--- src/rtl/wb_cmd_master.sv ---
// Wishbone initiator: turns single-word upstream commands into single read/write
// bus cycles, with a bus timeout and a valid/ready response channel.
module wb_cmd_master #(
    parameter int                   ADDRWIDTH      = 10,
    parameter int                   DATAWIDTH      = 32,
    parameter int                   TIMEOUT_CYCLES = 16,
    parameter logic [DATAWIDTH-1:0] ERR_DATA       = 32'hBAD0_0ACC
) (
    input  logic                 WBs_CLK_i,
    input  logic                 WBs_RST_i,
    input  logic                 cmd_valid_i,
    output logic                 cmd_ready_o,
    input  logic                 cmd_we_i,
    input  logic [ADDRWIDTH-1:0] cmd_adr_i,
    input  logic [DATAWIDTH-1:0] cmd_dat_i,
    input  logic [3:0]           cmd_byte_stb_i,
    output logic                 rsp_valid_o,
    input  logic                 rsp_ready_i,
    output logic [DATAWIDTH-1:0] rsp_dat_o,
    output logic                 rsp_err_o,
    output logic [7:0]           err_cnt_o,
    output logic [ADDRWIDTH-1:0] WBm_ADR_o,
    output logic                 WBm_CYC_o,
    output logic                 WBm_STB_o,
    output logic                 WBm_WE_o,
    output logic [3:0]           WBm_BYTE_STB_o,
    output logic [DATAWIDTH-1:0] WBm_DAT_o,
    input  logic [DATAWIDTH-1:0] WBm_DAT_i,
    input  logic                 WBm_ACK_i
);

    typedef enum logic [1:0] {IDLE, BUS, RESP} state_t;

    localparam logic [7:0] TMO_LAST = 8'(TIMEOUT_CYCLES - 1);

    state_t                 state_q;
    logic [7:0]             tmo_q;
    logic [ADDRWIDTH-1:0]   adr_q;
    logic                   cyc_q;
    logic                   we_q;
    logic [3:0]             bstb_q;
    logic [DATAWIDTH-1:0]   wdat_q;
    logic                   rsp_valid_q;
    logic [DATAWIDTH-1:0]   rsp_dat_q;
    logic                   rsp_err_q;
    logic [7:0]             err_cnt_q;

    assign cmd_ready_o    = (state_q == IDLE);
    assign rsp_valid_o    = rsp_valid_q;
    assign rsp_dat_o      = rsp_dat_q;
    assign rsp_err_o      = rsp_err_q;
    assign err_cnt_o      = err_cnt_q;
    assign WBm_ADR_o      = adr_q;
    // Single cycles only, so STB is simply a copy of CYC.
    assign WBm_CYC_o      = cyc_q;
    assign WBm_STB_o      = cyc_q;
    assign WBm_WE_o       = we_q;
    assign WBm_BYTE_STB_o = bstb_q;
    assign WBm_DAT_o      = wdat_q;

    always_ff @(posedge WBs_CLK_i) begin
        if (WBs_RST_i) begin
            state_q     <= IDLE;
            tmo_q       <= '0;
            adr_q       <= '0;
            cyc_q       <= 1'b0;
            we_q        <= 1'b0;
            bstb_q      <= '0;
            wdat_q      <= '0;
            rsp_valid_q <= 1'b0;
            rsp_dat_q   <= '0;
            rsp_err_q   <= 1'b0;
            err_cnt_q   <= '0;
        end else begin
            case (state_q)
                IDLE: begin
                    if (cmd_valid_i) begin
                        adr_q   <= cmd_adr_i;
                        we_q    <= cmd_we_i;
                        bstb_q  <= cmd_byte_stb_i;
                        wdat_q  <= cmd_we_i ? cmd_dat_i : '0;
                        cyc_q   <= 1'b1;
                        tmo_q   <= '0;
                        state_q <= BUS;
                    end
                end
                BUS: begin
                    // ACK takes priority over a timeout landing on the same edge.
                    if (WBm_ACK_i) begin
                        cyc_q       <= 1'b0;
                        rsp_dat_q   <= we_q ? '0 : WBm_DAT_i;
                        rsp_err_q   <= 1'b0;
                        rsp_valid_q <= 1'b1;
                        state_q     <= RESP;
                    end else if (tmo_q == TMO_LAST) begin
                        cyc_q       <= 1'b0;
                        rsp_dat_q   <= ERR_DATA;
                        rsp_err_q   <= 1'b1;
                        rsp_valid_q <= 1'b1;
                        if (err_cnt_q != 8'hFF) err_cnt_q <= err_cnt_q + 8'd1;
                        state_q     <= RESP;
                    end else begin
                        tmo_q <= tmo_q + 8'd1;
                    end
                end
                RESP: begin
                    if (rsp_ready_i) begin
                        rsp_valid_q <= 1'b0;
                        state_q     <= IDLE;
                    end
                end
                default: state_q <= IDLE;
            endcase
        end
    end

endmodule
--- config.mk ---
export PLATFORM = sky130hd
export DESIGN_NAME = wb_cmd_master
export DESIGN_NICKNAME = d
export VERILOG_FILES = /design/src/rtl/wb_cmd_master.sv
export SDC_FILE = /design/constraint.sdc
export NUM_CORES = 1
export LEC_CHECK = 0
export CAP_MARGIN = 15
export CELL_PAD_IN_SITES_DETAIL_PLACEMENT = 0
export CELL_PAD_IN_SITES_GLOBAL_PLACEMENT = 1
export CORE_MARGIN = 3
export CORE_UTILIZATION = 29
export DETAILED_ROUTE_END_ITERATION = 8
export PLACE_DENSITY = 0.85
export SYNTH_ARGS = -nofsm -noshare
export SYNTH_HDL_FRONTEND = slang
export SYNTH_SLANG_ARGS = --single-unit
export TNS_END_PERCENT = 50
--- constraint.sdc ---
create_clock -name WBs_CLK_i -period 2.7 [get_ports WBs_CLK_i]
set_clock_uncertainty 0.1 [all_clocks]
set_input_delay 0.27 -clock WBs_CLK_i [delete_from_list [all_inputs] [get_ports WBs_CLK_i]]
set_output_delay 0.27 -clock WBs_CLK_i [all_outputs]
set_load 0.05 [all_outputs]
==> impl_metrics.xml <==
<?xml version="1.0" encoding="UTF-8"?>
<metrics>
  <group name="power">
    <metric name="cellLeakagePower" unit="nW">2.127</metric>
    <metric name="report.power.total" unit="mW">3.661</metric>
    <metric name="power_density" unit="nW/µm²">592.4</metric>
    <metric name="ir_drop" unit="mV">0.2303</metric>
  </group>
  <group name="setup_path">
    <metric name="crit_required" unit="ps">2330</metric>
    <metric name="critical_path.max_fanout" unit="">8</metric>
    <metric name="crit_type" unit="">reg -&gt; out</metric>
    <metric name="worstPathArrival" unit="ps">1790</metric>
    <metric name="crit_path_end_kind" unit="">output port</metric>
    <metric name="setup.worst_path.start_class" unit="">flop</metric>
  </group>
  <group name="sta">
    <metric name="finalCritPeriodShare" unit="">0.7997</metric>
    <metric name="final_hold_viol_count" unit="">0</metric>
    <metric name="fin_ws" unit="ps">540.9</metric>
    <metric name="grt_setup_unrepaired" unit="">false</metric>
    <metric name="final.setup.tns" unit="ps">0</metric>
    <metric name="timing.slew.headroom" unit="">0.4815</metric>
    <metric name="hold_ws" unit="ps">350.8</metric>
    <metric name="finalMaxSlewViolations" unit="">0</metric>
    <metric name="min_period" unit="ps">2159</metric>
    <metric name="achievable-frequency" unit="MHz">463.2</metric>
    <metric name="tightest_slew" unit="ps">777.7</metric>
    <metric name="finalSetupViolations" unit="">0</metric>
  </group>
  <group name="global_routing">
    <metric name="grt_max_degree" unit="">76</metric>
    <metric name="grt_antenna_before_repair" unit="">0</metric>
    <metric name="global_route.overflow_total" unit="">0</metric>
    <metric name="wire_length_of_the_first_global_routing_pass" unit="mm">18.63</metric>
    <metric name="groute.usage.overall" unit="">0.1535</metric>
    <metric name="grt_pass1_vias" unit="">3876</metric>
  </group>
  <group name="cts">
    <metric name="cts.htree.levels" unit="">3</metric>
    <metric name="clkTransAtPathRegs" unit="ps">70</metric>
    <metric name="tritoncts_clock_tree" unit="">done</metric>
    <metric name="clk_latency" unit="ps">340</metric>
    <metric name="postCtsHoldBufs" unit="">0</metric>
    <metric name="postCtsSetupBuffers" unit="">0</metric>
    <metric name="cts.sink_count" unit="">100</metric>
    <metric name="postCtsResizedCells" unit="">0</metric>
    <metric name="clk_path_buf_depth" unit="">2</metric>
    <metric name="numCtsBuffers" unit="">9</metric>
    <metric name="cts_root_buf" unit="">sky130_fd_sc_hd__clkbuf_16</metric>
  </group>
  <group name="logic_synthesis">
    <metric name="postSynthCellCount" unit="">473</metric>
    <metric name="netlist-cell-type-count" unit="">46</metric>
    <metric name="synthesis.area_per_instance" unit="µm²">8.319</metric>
    <metric name="main_combinational_cell_family_by_area_after_synthesis" unit="">simple AND/OR/NAND/NOR gates</metric>
    <metric name="synth-edff-count" unit="">0</metric>
    <metric name="yosys.area_share.simple" unit="">0.2328</metric>
    <metric name="synth_compound_gate_area_share" unit="">0.1917</metric>
    <metric name="synth.ff_latch_count" unit="">100</metric>
    <metric name="yosys.area_share.xor_xnor" unit="">0.002226</metric>
    <metric name="proportion_of_synthesized_chip_area_in_sequential_cells" unit="">0.5087</metric>
    <metric name="synth.top_cells.by_area" unit="">sky130_fd_sc_hd__dfxtp_1 51%, sky130_fd_sc_hd__a21oi_1 9.9%, sky130_fd_sc_hd__nand2_1 8.4%, sky130_fd_sc_hd__nand3_1 5.0%, sky130_fd_sc_hd__nand2b_1 3.3%</metric>
    <metric name="yosys_warnings" unit="">0</metric>
    <metric name="yosys.area.top_type_share" unit="">0.5087</metric>
    <metric name="synth.mux.area_fraction" unit="">0.005087</metric>
    <metric name="synth_adder_area_share" unit="">0.006359</metric>
    <metric name="yosys_most_used_dff" unit="">sky130_fd_sc_hd__dfxtp_1</metric>
    <metric name="postSynth.asyncResetShare" unit="">0</metric>
    <metric name="syn_nets" unit="">559</metric>
    <metric name="synth_area" unit="µm²">3935</metric>
    <metric name="synthDominantAreaCellType" unit="">sky130_fd_sc_hd__dfxtp_1</metric>
  </group>
  <group name="floorplan">
    <metric name="fp.coreArea" unit="µm²">12930</metric>
    <metric name="cell_row_count" unit="">41</metric>
    <metric name="die_w" unit="µm">122.5</metric>
    <metric name="die_area" unit="µm²">15000</metric>
    <metric name="die_y" unit="µm">122.5</metric>
    <metric name="initial_utilization" unit="">0.3044</metric>
    <metric name="io-pin-count" unit="">176</metric>
  </group>
  <group name="finish">
    <metric name="synthToLayoutAreaGrowth" unit="%">57.04</metric>
    <metric name="final_cells" unit="">810</metric>
    <metric name="final_layout_size_suffix_gt1_frac" unit="">0.05799</metric>
    <metric name="multi_input_area" unit="µm²">1732</metric>
    <metric name="finish.net_count" unit="">719</metric>
    <metric name="mostFrequentLayoutCells" unit="">174 x sky130_fd_sc_hd__clkdlybuf4s50_1, 100 x sky130_fd_sc_hd__dfxtp_1, 87 x sky130_fd_sc_hd__nand2_1, 78 x sky130_fd_sc_hd__a21oi_1, 39 x sky130_fd_sc_hd__nand3_1</metric>
    <metric name="mostFrequentLayoutCell" unit="">sky130_fd_sc_hd__clkdlybuf4s50_1</metric>
    <metric name="final.fill_count" unit="">1258</metric>
    <metric name="antennaDiodeCount" unit="">0</metric>
    <metric name="layout.core_utilization" unit="">0.4780</metric>
    <metric name="design_area" unit="µm²">6180</metric>
    <metric name="ff_latch_area" unit="µm²">2002</metric>
  </group>
  <group name="place">
    <metric name="place_congestion" unit="">0.8055</metric>
    <metric name="detailedPlace.worstSlack" unit="ps">340.9</metric>
    <metric name="dp_hpwl" unit="mm">8.116</metric>
    <metric name="placed_cell_area" unit="µm²">5846</metric>
    <metric name="placement.io_buffers" unit="">175</metric>
    <metric name="post_place_cells" unit="">793</metric>
  </group>
  <group name="drt">
    <metric name="routed_via_density" unit="">4.867</metric>
    <metric name="detail_route.drc_violations" unit="">0</metric>
    <metric name="detailroute.via_count" unit="">3942</metric>
    <metric name="route.antenna.remaining_nets" unit="">0</metric>
    <metric name="route.final.wire_length" unit="mm">11.63</metric>
    <metric name="detailed_router_s_first_iteration_violation_count" unit="">185</metric>
    <metric name="firstDrtPassIters" unit="">4</metric>
    <metric name="routedWlPerCell" unit="µm">14.36</metric>
  </group>
  <group name="job">
    <metric name="max-cap-violations" unit="">0</metric>
  </group>
  <group name="run_status">
    <metric name="status" unit="">complete, no violations</metric>
  </group>
  <group name="hold_path">
    <metric name="hold_path.class" unit="">reg -&gt; reg</metric>
  </group>
</metrics>
[synthesized netlist by cell type (4+ instances only)]
master	count
sky130_fd_sc_hd__nor2_1	7
sky130_fd_sc_hd__nand2_1	88
sky130_fd_sc_hd__a21oi_1	78
sky130_fd_sc_hd__nand3_1	39
sky130_fd_sc_hd__or4_1	6
sky130_fd_sc_hd__dfxtp_1	100
sky130_fd_sc_hd__inv_1	14
sky130_fd_sc_hd__nand2b_1	21
sky130_fd_sc_hd__buf_2	7
sky130_fd_sc_hd__o31ai_1	4
sky130_fd_sc_hd__clkbuf_1	27
sky130_fd_sc_hd__nor2b_1	5
sky130_fd_sc_hd__a221oi_1	14
sky130_fd_sc_hd__o21ai_0	21
sky130_fd_sc_hd__nor3_1	4
[routing by layer]
metal,GRT usage,vias to the layer above,part of all wire
li1,-,1968,-
met1,0.1915,1841,0.45
met2,0.2504,120,0.46
met3,0.04378,13,0.077
met4,0.06088,0,0.016
met5,0,-,0
[cells by family (layout without fill, tap and decap cells)]
kind of cell,count (synthesis),after routing
simple gates,186,186
buf+inv,52,217
xor+xnor,1,1
compound gates,130,130
fa+ha+maj,2,2
mux,2,2
flops,100,100
[registers in the layout, summed over array words and instances (netlist names)]
register	count
WBm_ADR_o	10
WBm_BYTE_STB_o	4
WBm_CYC_o	1
WBm_DAT_o	32
WBm_WE_o	1
err_cnt_o	8
rsp_dat_o	32
rsp_err_o	1
rsp_valid_o	1
state_q	2
tmo_q	8
[final timing paths]
kind	startpoint	end	slack (ps)	cells past startpoint
setup / recovery	state_q[1]	cmd_ready_o	540	2
hold / removal	WBm_DAT_o[17]	WBm_DAT_o[17]	350	2
setup reg to reg	tmo_q[0]	err_cnt_o[7]	620	5
hold reg to reg	WBm_DAT_o[17]	WBm_DAT_o[17]	350	2
[report_power, final]
| part | switching (mW) | internal [mW] |
|---|---|---|
| logic | 0.416 | 0.279 |
| registers | 0.0352 | 1.54 |
| clock network | 0.557 | 0.836 |
| total | 1.01 | 2.65 |
[critical path, cell delays in order, from the launching register on]
cell and delay, ps:
sky130_fd_sc_hd__dfxtp_1 400, sky130_fd_sc_hd__nor2_1 210, sky130_fd_sc_hd__clkdlybuf4s50_1 840
[cell type report]
| class | count | share of cell area |
|---|---|---|
| Sequential cell | 100 | 0.3240 |
| Timing Repair Buffer | 187 | 0.2997 |
| Multi-Input combinational cell | 321 | 0.2802 |
| Clock buffer | 10 | 0.03867 |
| Tap cell | 172 | 0.03482 |
| Clock inverter | 6 | 0.01417 |
| Inverter | 14 | 0.008504 |
No activity file was read; power rests on OpenSTA's default activity.
